[src/rtl/wfg_stim_sine_pkg.sv]
// Shared types and constants for the sine stimulus engine: CORDIC constants,
// FSM state encoding, phase folding and output saturation helpers.
package wfg_stim_sine_pkg;

  localparam int ZW      = 20;
  localparam int OUTW_C  = 18;
  localparam int PRODW   = 37;

  localparam logic signed [ZW-1:0] CORDIC_K_INIT = 20'sh09B75;

  typedef enum logic [1:0] {
    IDLE  = 2'd0,
    CALC  = 2'd1,
    SCALE = 2'd2,
    VALID = 2'd3
  } state_e;

  typedef struct packed {
    logic                 neg;
    logic signed [ZW-1:0] z;
  } fold_t;

  // atan(2^-i) in units of 2^-20 turn
  function automatic logic signed [ZW-1:0] atan_tab(input logic [3:0] idx);
    case (idx)
      4'd0:    atan_tab = 20'sd131072;
      4'd1:    atan_tab = 20'sd77376;
      4'd2:    atan_tab = 20'sd40884;
      4'd3:    atan_tab = 20'sd20753;
      4'd4:    atan_tab = 20'sd10417;
      4'd5:    atan_tab = 20'sd5213;
      4'd6:    atan_tab = 20'sd2607;
      4'd7:    atan_tab = 20'sd1304;
      4'd8:    atan_tab = 20'sd652;
      4'd9:    atan_tab = 20'sd326;
      4'd10:   atan_tab = 20'sd163;
      4'd11:   atan_tab = 20'sd81;
      4'd12:   atan_tab = 20'sd41;
      4'd13:   atan_tab = 20'sd20;
      4'd14:   atan_tab = 20'sd10;
      4'd15:   atan_tab = 20'sd5;
      default: atan_tab = 20'sd0;
    endcase
  endfunction

  // Quadrants 1 and 2 are rotated by half a turn so CORDIC stays in range
  function automatic fold_t fold_phase(input logic [15:0] ph);
    fold_t       f;
    logic [15:0] t;
    if (ph[15:14] == 2'b01 || ph[15:14] == 2'b10) begin
      t     = ph - 16'h8000;
      f.neg = 1'b1;
    end else begin
      t     = ph;
      f.neg = 1'b0;
    end
    f.z = {t, 4'h0};
    return f;
  endfunction

  function automatic logic [OUTW_C-1:0] sat_out(input logic signed [PRODW-1:0] v);
    if (v > 37'sh1FFFF) begin
      sat_out = 18'h1FFFF;
    end else if (v < -37'sh20000) begin
      sat_out = 18'h20000;
    end else begin
      sat_out = v[OUTW_C-1:0];
    end
  endfunction

endpackage

[src/rtl/wfg_stim_sine_cordic_step.sv]
// Single combinational CORDIC rotation in rotation mode, driving z toward zero.
module wfg_stim_sine_cordic_step
  import wfg_stim_sine_pkg::*;
(
  input  logic signed [ZW-1:0] x,
  input  logic signed [ZW-1:0] y,
  input  logic signed [ZW-1:0] z,
  input  logic        [3:0]    shift,
  input  logic signed [ZW-1:0] atan_val,
  output logic signed [ZW-1:0] x_nxt,
  output logic signed [ZW-1:0] y_nxt,
  output logic signed [ZW-1:0] z_nxt
);

  logic signed [ZW-1:0] x_sh_s;
  logic signed [ZW-1:0] y_sh_s;

  assign x_sh_s = x >>> shift;
  assign y_sh_s = y >>> shift;

  // Rotation direction from sign of residual angle; zero counts as positive
  always_comb begin
    x_nxt = x;
    y_nxt = y;
    z_nxt = z;
    if (z[ZW-1] == 1'b0) begin
      x_nxt = x - y_sh_s;
      y_nxt = y + x_sh_s;
      z_nxt = z - atan_val;
    end else begin
      x_nxt = x + y_sh_s;
      y_nxt = y - x_sh_s;
      z_nxt = z + atan_val;
    end
  end

endmodule

[src/rtl/wfg_stim_sine_core.sv]
// Sine sample engine: phase accumulator, iterative CORDIC, gain/offset scaling
// and an AXI-Stream master output.
module wfg_stim_sine_core
  import wfg_stim_sine_pkg::*;
#(
  parameter int ITER = 16,
  parameter int OUTW = 18
) (
  input  logic            clk,
  input  logic            rst_n,
  input  logic            ctrl_en_q_i,
  input  logic [15:0]     inc_val_q_i,
  input  logic [15:0]     gain_val_q_i,
  input  logic [OUTW-1:0] offset_val_q_i,
  input  logic            wfg_axis_tready_i,
  output logic            wfg_axis_tvalid_o,
  output logic [OUTW-1:0] wfg_axis_tdata_o
);

  state_e               state_r, state_s;
  logic [15:0]          phase_r, phase_acc_s, cap_phase_s;
  logic                 load_s, last_iter_s;
  fold_t                fold_s;
  logic signed [ZW-1:0] x_r, y_r, z_r;
  logic signed [ZW-1:0] x_nxt_s, y_nxt_s, z_nxt_s;
  logic                 neg_r;
  logic [15:0]          gain_r;
  logic [OUTW-1:0]      offset_r;
  logic [3:0]           iter_r;
  logic signed [ZW-1:0]    s_s;
  logic signed [PRODW-1:0] s_ext_s, g_ext_s, prod_s, p_s, sum_s;
  logic                 tvalid_r;
  logic [OUTW-1:0]      tdata_r;

  assign phase_acc_s = phase_r + inc_val_q_i;
  assign last_iter_s = (iter_r == 4'(ITER - 1));
  assign fold_s      = fold_phase(cap_phase_s);

  wfg_stim_sine_cordic_step u_step (
    .x        (x_r),
    .y        (y_r),
    .z        (z_r),
    .shift    (iter_r),
    .atan_val (atan_tab(iter_r)),
    .x_nxt    (x_nxt_s),
    .y_nxt    (y_nxt_s),
    .z_nxt    (z_nxt_s)
  );

  // Next-state, sample-latch strobe and phase to latch
  always_comb begin
    state_s     = state_r;
    load_s      = 1'b0;
    cap_phase_s = 16'h0000;
    case (state_r)
      IDLE: begin
        if (ctrl_en_q_i) begin
          state_s = CALC;
          load_s  = 1'b1;
        end else begin
          state_s = IDLE;
        end
      end
      CALC: begin
        if (!ctrl_en_q_i) begin
          state_s = IDLE;
        end else if (last_iter_s) begin
          state_s = SCALE;
        end else begin
          state_s = CALC;
        end
      end
      SCALE: state_s = VALID;
      VALID: begin
        if (wfg_axis_tready_i) begin
          if (ctrl_en_q_i) begin
            state_s     = CALC;
            load_s      = 1'b1;
            cap_phase_s = phase_acc_s;
          end else begin
            state_s = IDLE;
          end
        end else begin
          state_s = VALID;
        end
      end
      default: state_s = IDLE;
    endcase
  end

  // Sign restore and gain/offset arithmetic on the finished rotation
  always_comb begin
    if (neg_r) begin
      s_s = -y_r;
    end else begin
      s_s = y_r;
    end
    s_ext_s = {{(PRODW-ZW){s_s[ZW-1]}}, s_s};
    g_ext_s = {21'h000000, gain_r};
    prod_s  = s_ext_s * g_ext_s;
    p_s     = prod_s >>> 14;
    sum_s   = p_s + {{(PRODW-OUTW){offset_r[OUTW-1]}}, offset_r};
  end

  // State register
  always_ff @(posedge clk or negedge rst_n) begin
    if (!rst_n) begin
      state_r <= IDLE;
    end else begin
      state_r <= state_s;
    end
  end

  // Working registers, phase accumulator and AXI-Stream output beat
  always_ff @(posedge clk or negedge rst_n) begin
    if (!rst_n) begin
      phase_r  <= 16'h0000;
      x_r      <= 20'sd0;
      y_r      <= 20'sd0;
      z_r      <= 20'sd0;
      neg_r    <= 1'b0;
      gain_r   <= 16'h0000;
      offset_r <= '0;
      iter_r   <= 4'd0;
      tvalid_r <= 1'b0;
      tdata_r  <= '0;
    end else begin
      if (load_s) begin
        x_r      <= CORDIC_K_INIT;
        y_r      <= 20'sd0;
        z_r      <= fold_s.z;
        neg_r    <= fold_s.neg;
        gain_r   <= gain_val_q_i;
        offset_r <= offset_val_q_i;
        iter_r   <= 4'd0;
      end else if (state_r == CALC && ctrl_en_q_i) begin
        x_r    <= x_nxt_s;
        y_r    <= y_nxt_s;
        z_r    <= z_nxt_s;
        iter_r <= iter_r + 4'd1;
      end
      case (state_r)
        IDLE:  phase_r <= 16'h0000;
        CALC:  ;
        SCALE: begin
          tdata_r  <= sat_out(sum_s);
          tvalid_r <= 1'b1;
        end
        VALID: begin
          if (wfg_axis_tready_i) begin
            tvalid_r <= 1'b0;
            phase_r  <= phase_acc_s;
          end
        end
        default: ;
      endcase
    end
  end

  assign wfg_axis_tvalid_o = tvalid_r;
  assign wfg_axis_tdata_o  = tdata_r;

endmodule

[config.mk]
export PLATFORM = sky130hd
export DESIGN_NAME = wfg_stim_sine_core
export DESIGN_NICKNAME = d
export VERILOG_FILES = /design/src/rtl/wfg_stim_sine_pkg.sv /design/src/rtl/wfg_stim_sine_cordic_step.sv /design/src/rtl/wfg_stim_sine_core.sv
export SDC_FILE = /design/constraint.sdc
export NUM_CORES = 1
export LEC_CHECK = 0
export ABC_AREA = 1
export CAP_MARGIN = 0
export CELL_PAD_IN_SITES_DETAIL_PLACEMENT = 1
export CELL_PAD_IN_SITES_GLOBAL_PLACEMENT = 2
export CORE_MARGIN = 3
export CORE_UTILIZATION = 38
export CTS_CLUSTER_SIZE = 40
export DETAILED_ROUTE_END_ITERATION = 8
export HOLD_SLACK_MARGIN = 0.12
export PLACE_DENSITY = 0.95
export SYNTH_ARGS = -nofsm -noshare
export SYNTH_HDL_FRONTEND = slang
export SYNTH_SLANG_ARGS = --single-unit
[constraint.sdc]
create_clock -name clk -period 10.65 [get_ports clk]
set_clock_uncertainty 0.05 [all_clocks]
set_input_delay 2.13 -clock clk [delete_from_list [all_inputs] [get_ports clk]]
set_output_delay 2.13 -clock clk [all_outputs]
set_load 0.05 [all_outputs]
==> qor.yml, run 1 <==
setup_viol: 0
ys_types: 57
ctsHtreeMaxLevel: 4
grt_pass1_vias: 26900
cp_slowest_cell: "fa_1"
die_w_um: 269
dr.first_iter.drc_count: 1568
num_rows: 95
slowest_delay_ns: 0.57
setup_tns_ns: 0
path_max_fanout: 17
slew_viol_final: 0
vias_per_cell: 5.35
tritoncts: "yes"
root_buffer: "clkbuf_16"
final_cell_mix: "nand2_1 (897), inv_1 (635), nor2_1 (364), fa_1 (317), nand3_1 (245)"
period_share: 0.921
detail-route-antenna-nets: 0
dp_hpwl_mm: 75.1
outcome: "finished clean"
avgSynthCellArea_um2: 7.09
drive_above_1_share: 0.0457
timing.slew.headroom: 0.322
multi_input_area_um2: 19800
yosysWarnings: 0
crit_top_cell: "nand2_1"
drt_first_pass_iters: 5
grt_pass1_wl_mm: 150
clockBufferDepth: 2
placed_area_um2: 27800
final_util: 0.420
antenna_cells: 0
numCtsBuffers: 17
die-area_um2: 72200
max_freq_mhz: 102
register_area_um2: 3400
crit_type: "flop to flop"
syn-instance-count: 3700
cp.required_ns: 11.01
wl_mm: 92.9
report.final.hold_viol_count: 0
synth_edf_count: 0
cts.sinks: 136
syn_area_um2: 26200
syn_nets: 4278
clk_latency_ns: 0.50
die_h_um: 269
overflow: 0
min_period_ns: 9.81
grt_max_degree: 71
tightest_slew_ns: 1.01
wire_per_inst_um: 20.1
num_vias: 24700
max_cap_violations: 0
start_util: 0.387
syn2layout_area_growth_pct: 8.39
ys_ff_latch: 136
path_clk_slew_ns: 0.08
critical_path.endpoint_type: "flop"
ios: 73
fin_area_um2: 28400
start_kind: "flop"
cp.arrival_ns: 10.17
final_common_cell: "nand2_1"
fin_nets: 4309
drc: 0
core_um2: 67800
synth_ff_type: "dfrtp_1"
gp_congestion: 0.919
hold_class: "flop to flop"
synth_async_sr_flop_share: 1.00
port_buffers: 72
antenna_found_initial: 1
rsz0062_at_grt: "false"
fillerInstances: 8633
seq_area_frac_synth: 0.130
track_usage: 0.267
layout make-up:
cell class	count	share of cell area
Timing Repair Buffer	109	0.0356
Inverter	669	0.0885
Tap cell	873	0.0384
Multi-Input combinational cell	2798	0.697
Clock buffer	18	0.0154
Clock inverter	14	0.00519
Sequential cell	136	0.120
cell usage after synthesis, types with 38 or more instances:
master	count	area, µm²
nand2_1	897	3370
inv_1	635	2380
nor2_1	364	1370
fa_1	317	6350
nand3_1	245	1230
ha_1	207	2590
a21oi_1	188	941
o21ai_0	169	846
dfrtp_1	136	3400
xor2_1	81	709
clkbuf_1	55	206
xnor2_1	48	420
nand4_1	38	238
worst max-delay path, delay by kind of cell (launching register included):
| family | cells | cell delay [ns] |
|---|---|---|
| and+or+nand+nor | 25 | 3.46 |
| adders and majority gates | 9 | 4.09 |
| DFF | 1 | 0.45 |
| AOI/OAI and AO/OA | 4 | 0.61 |
| buffers and inverters | 13 | 1.08 |
through the flow:
stage / setup WS (ns) / hold slack (ns) / std cells
2_1_floorplan: 2.26 / 0.398 / 3700
3_3_place_gp: 0.659 / 0.423 / 4584
3_5_place_dp: 0.515 / 0.440 / 4584
4_1_cts: 0.492 / 0.461 / 4616
5_1_grt: 0.0998 / 0.481 / 4617
6_report: 0.845 / 0.458 / 4617
worst paths after layout:
check / from / endpoint / slack, ns / cells past startpoint
worst min-delay path: phase_r[0]$_DFFE_PN0P_ / phase_r[0]$_DFFE_PN0P_ / 0.46 / 2
max in group asynchronous: rst_n / wfg_axis_tdata_o[11]$_DFFE_PN0P_ / 7.48 / 2
worst max register to register: y_r[1]$_DFFE_PN0P_ / wfg_axis_tdata_o[15]$_DFFE_PN0P_ / 0.84 / 51
min in group asynchronous: rst_n / x_r[5]$_DFFE_PN0P_ / 1.58 / 1
worst min register to register: phase_r[0]$_DFFE_PN0P_ / phase_r[0]$_DFFE_PN0P_ / 0.46 / 2
worst max-delay path: y_r[1]$_DFFE_PN0P_ / wfg_axis_tdata_o[15]$_DFFE_PN0P_ / 0.84 / 51
flip-flops by register name, summed over array words and instances (netlist names):
| register | flops |
|---|---|
| phase_r | 16 |
| wfg_axis_tvalid_o | 1 |
| gain_r | 16 |
| y_r | 20 |
| offset_r | 18 |
| wfg_axis_tdata_o | 18 |
| x_r | 20 |
| state_r | 2 |
| iter_r | 4 |
| neg_r | 1 |
| z_r | 20 |
logic make-up (layout without fill, tap and decap cells):
kind of cell             count (synthesis)  in the layout  synth area share
AO/OA/AOI/OAI                          494            494             0.106
adder cells (fa/ha/maj)                524            524             0.341
XOR/XNOR                               131            131            0.0447
buffers and inverters                  766            810             0.115
AND/OR/NAND/NOR                       1649           1649             0.263
flip-flops                             136            136             0.130
timing repair:
item | in CTS | in global routing
hold endpoints to repair | 0 | 0
hold buffers | 0 | 0
setup endpoints to repair | 0 | 17
buffers inserted | 0 | 1
resized for setup | 0 | 2
layer usage:
metal / global-route usage / up-vias / share of wire
met5: 0 / - / 0.00014
met4: 0.0759 / 2 / 0.027
met3: 0.0646 / 156 / 0.065
met2: 0.437 / 658 / 0.46
li1: - / 11700 / -
met1: 0.352 / 12200 / 0.44
Power of run 1 is not shown: default switching activity piles up to over one toggle a cycle in this logic, so the estimate is an artifact.
==> run 2, diff against run 1 <==
==> constraint.sdc (replaced) <==
create_clock -name clk -period 10 [get_ports clk]
set_clock_uncertainty 0.05 [all_clocks]
set_input_delay 2 -clock clk [delete_from_list [all_inputs] [get_ports clk]]
set_output_delay 2 -clock clk [all_outputs]
set_load 0.02 [all_outputs]
==> qor.yml, run 2 (synthesized netlist as in run 1, its figures left out) <==
start_util: 0.387
report.final.hold_viol_count: 0
die_w_um: 269
wire_per_inst_um: 20.2
rrSetupSlack_ns: 0.52
syn2layout_area_growth_pct: 10.0
fin_nets: 4336
antenna_found_initial: 1
period_share: 0.948
detail-route-antenna-nets: 0
max_freq_mhz: 106
dr.first_iter.drc_count: 1602
final_common_cell: "nand2_1"
hp-start: "offset_r[0]$_DFFE_PN0P_"
numCtsBuffers: 17
wl_mm: 93.7
antenna_cells: 0
max_cap_violations: 0
clockBufferDepth: 2
multi_input_area_um2: 20000
grt_max_degree: 71
register_area_um2: 3400
num_rows: 95
crit_type: "flop to flop"
stdcell_count: 4644
root_buffer: "clkbuf_16"
final_cell_mix: "nand2_1 (894), inv_1 (633), nor2_1 (357), fa_1 (315), nand3_1 (244)"
gp_congestion: 0.911
drive_above_1_share: 0.0610
tightest_slew_ns: 1.02
biggestRegsByFlops: "x_r: 20 flops, y_r: 20 flops, z_r: 20 flops"
hold_path_end: "offset_r[0]$_DFFE_PN0P_"
cts.sinks: 136
start_kind: "flop"
outcome: "finished clean"
dp_hpwl_mm: 75.6
r2r_cells: 39
die_h_um: 269
crit_top_cell: "fa_1"
cp.arrival_ns: 9.84
track_usage: 0.267
path_max_fanout: 9
cp_slowest_cell: "fa_1"
timing.slew.headroom: 0.317
path_clk_slew_ns: 0.08
overflow: 0
port_buffers: 72
slew_viol_final: 0
hold_class: "flop to flop"
critical_path.endpoint_type: "flop"
drt_first_pass_iters: 5
final_util: 0.426
ctsHtreeMaxLevel: 4
r2r_end: "wfg_axis_tdata_o[1]$_DFFE_PN0P_"
path_delay_family: "adder cells"
fillerInstances: 8667
drc: 0
grt_pass1_vias: 26900
place_inst: 4602
setup_viol: 0
grt_pass1_wl_mm: 150
r2r_start: "y_r[2]$_DFFE_PN0P_"
cp.required_ns: 10.37
slowest_delay_ns: 0.56
worst-path-buf-inv: 5
vias_per_cell: 5.37
min_period_ns: 9.48
num_vias: 25000
tritoncts: "yes"
holdBufCountCts: 0
min_delay_path_depth: 2
die-area_um2: 72200
ios: 73
clk_latency_ns: 0.49
core_um2: 67800
-- run 2: changes by cell type in the layout (fill, tap and decap cells not counted), moves of 4 or more --
cell / change
buf_4: +23
a21oi_1: -6
o21ai_0: -4
nor2_1: -7
ha_1: -5
a21oi_2: +6
nor2_2: +4
ha_2: +5
-- run 2: worst max path at each step --
stage / from / endpoint / slack [ns] / cells after the start
6_report: y_r[2]$_DFFE_PN0P_ / wfg_axis_tdata_o[1]$_DFFE_PN0P_ / 0.52 / 39
5_1_grt: y_r[1]$_DFFE_PN0P_ / wfg_axis_tdata_o[12]$_DFFE_PN0P_ / -0.05 / 53
4_1_cts: y_r[2]$_DFFE_PN0P_ / wfg_axis_tdata_o[15]$_DFFE_PN0P_ / 0.10 / 44
3_5_place_dp: y_r[2]$_DFFE_PN0P_ / wfg_axis_tdata_o[15]$_DFFE_PN0P_ / -0.07 / 44
3_3_place_gp: y_r[1]$_DFFE_PN0P_ / wfg_axis_tdata_o[14]$_DFFE_PN0P_ / 0.08 / 51
2_1_floorplan: y_r[0]$_DFFE_PN0P_ / wfg_axis_tdata_o[2]$_DFFE_PN0P_ / 1.61 / 46
-- run 2: per-stage QoR --
stage	setup TNS (ns)	worst slack, ns	cell area (µm²)	hold WS (ns)
2_1_floorplan	0	1.61	26200	0.398
3_3_place_gp	0	0.0809	28000	0.422
3_5_place_dp	-0.557	-0.0747	28000	0.433
4_1_cts	0	0.104	28600	0.458
5_1_grt	-0.528	-0.0479	28900	0.497
6_report	0	0.525	28900	0.450
-- run 2: layout make-up --
cell class,count,area share
multi-input cells,2800,0.692
flip-flops and latches,136,0.118
inverters,669,0.0877
repair buffers,134,0.0424
well taps,873,0.0379
clock buffers,17,0.0147
clock inverters,15,0.00707
-- run 2: what timing repair did --
item | in CTS | in global routing
setup endpoints to repair | 17 | 18
pin swaps | 0 | 7
buffers inserted | 0 | 8
resized for setup | 4 | 46
cloned | 0 | 2
-- run 2: worst reg2reg max path: cells and delay by family, from the launching register on --
family | cells | cell delay (ns)
fa+ha+maj | 8 | 3.85
flops | 1 | 0.46
xor+xnor | 1 | 0.17
simple gates | 16 | 2.28
buf+inv | 5 | 0.62
compound gates | 9 | 1.98
-- run 2: metal layers --
layer,up-vias,part of all wire,GRT usage
met5,-,0,0
met3,112,0.050,0.0362
met2,556,0.47,0.446
li1,11700,-,-
met1,12600,0.46,0.369
met4,0,0.020,0.0613
Power of run 2 is left out for the same reason.
==> run 3, diff against run 2 <==
CTS_CLUSTER_SIZE = 30   (was 40)
GPL_TIMING_DRIVEN = 0   (was default)
==> qor.yml, run 3 (synthesized netlist as in run 1, its figures left out) <==
max_cap_violations: 0
track_usage: 0.274
antenna_cells: 0
clockBufferDepth: 2
num_rows: 95
final_cell_mix: "nand2_1 (887), inv_1 (629), nor2_1 (356), fa_1 (313), nand3_1 (243)"
multi_input_area_um2: 20100
tightest_slew_ns: 1.10
holdBufCountCts: 0
grt_pass1_wl_mm: 152
crit_type: "flop to flop"
setup_viol: 0
dp_hpwl_mm: 80.2
cp_slowest_cell: "fa_2"
hold_class: "flop to flop"
ios: 73
detail-route-antenna-nets: 0
die_h_um: 269
start_util: 0.387
final_util: 0.430
register_area_um2: 3410
biggestRegsByFlops: "x_r: 20 flops, y_r: 20 flops, z_r: 20 flops"
fin_nets: 4386
wire_per_inst_um: 20.7
crit_top_cell: "nand2_1"
num_vias: 25200
drt_first_pass_iters: 6
worst-path-buf-inv: 9
drive_above_1_share: 0.0680
tritoncts: "yes"
dp_worst_setup_slack_ns: -0.399
start_kind: "flop"
setup_tns_ns: 0
setup_slack_ns: 0.575
dr.first_iter.drc_count: 1606
port_buffers: 72
syn2layout_area_growth_pct: 11.2
root_buffer: "clkbuf_16"
gp_congestion: 0.957
critical_path.endpoint_type: "flop"
slowest_delay_ns: 0.69
clk_latency_ns: 0.50
die_w_um: 269
die-area_um2: 72200
path_delay_family: "adder cells"
max_freq_mhz: 106
outcome: "finished clean"
slew_viol_final: 0
antenna_found_initial: 2
overflow: 0
cp.arrival_ns: 9.80
vias_per_cell: 5.37
drc: 0
ctsHtreeMaxLevel: 4
numCtsBuffers: 17
cts.sinks: 136
min_period_ns: 9.43
cp.required_ns: 10.38
wl_mm: 97.2
core_um2: 67800
final_common_cell: "nand2_1"
grt_pass1_vias: 26700
min_delay_path_depth: 2
path_clk_slew_ns: 0.08
path_max_fanout: 10
fillerInstances: 8714
cp_num_cells: 47
r2r_cells: 47
period_share: 0.943
report.final.hold_viol_count: 0
grt_max_degree: 88
timing.slew.headroom: 0.268
==> run 3: worst paths after layout <==
path | from | to | slack (ns)
setup / recovery | y_r[0]$_DFFE_PN0P_ | wfg_axis_tdata_o[4]$_DFFE_PN0P_ | 0.57
hold / removal | offset_r[9]$_DFFE_PN0P_ | offset_r[9]$_DFFE_PN0P_ | 0.44
setup reg to reg | y_r[0]$_DFFE_PN0P_ | wfg_axis_tdata_o[4]$_DFFE_PN0P_ | 0.57
hold reg to reg | offset_r[9]$_DFFE_PN0P_ | offset_r[9]$_DFFE_PN0P_ | 0.44
max in group asynchronous | rst_n | offset_r[17]$_DFFE_PN0P_ | 7.60
min in group asynchronous | rst_n | x_r[13]$_DFFE_PN0P_ | 1.42
==> run 3: cell type report <==
cell class	count	area share
clock buffers	18	0.0151
well taps	873	0.0375
multi-input cells	2798	0.689
repair buffers	90	0.0314
flip-flops and latches	136	0.117
clock inverters	14	0.00511
plain buffers	96	0.0177
inverters	669	0.0874
==> run 3: what timing repair did <==
action,CTS,global route
endpoints found under the setup margin,17,17
gates resized for setup,14,89
setup buffers,3,14
pin swaps,0,9
==> run 3: metrics by stage <==
step	instances	hold slack [ns]	area, µm²
after detailed placement	4646	0.433	28100
after CTS	4681	0.449	28800
after floorplan	3700	0.398	26200
final	4694	0.441	29200
after global routing	4694	0.464	29200
after global placement	4645	0.414	28000
==> run 3: layer usage <==
metal | routed length [µm] | global-route usage | vias up
li1 | - | - | 11800
met1 | 43800 | 0.376 | 12500
met2 | 44100 | 0.439 | 740
met3 | 6850 | 0.0587 | 153
met4 | 2370 | 0.0771 | 4
met5 | 23 | 0 | -
==> run 3: tightest hold or removal path: cells and delay by family (launching register included) <==
| family | cells | cell delay [ns] |
|---|---|---|
| flops | 1 | 0.35 |
| simple gates | 2 | 0.11 |
Power of run 3 is left out for the same reason.
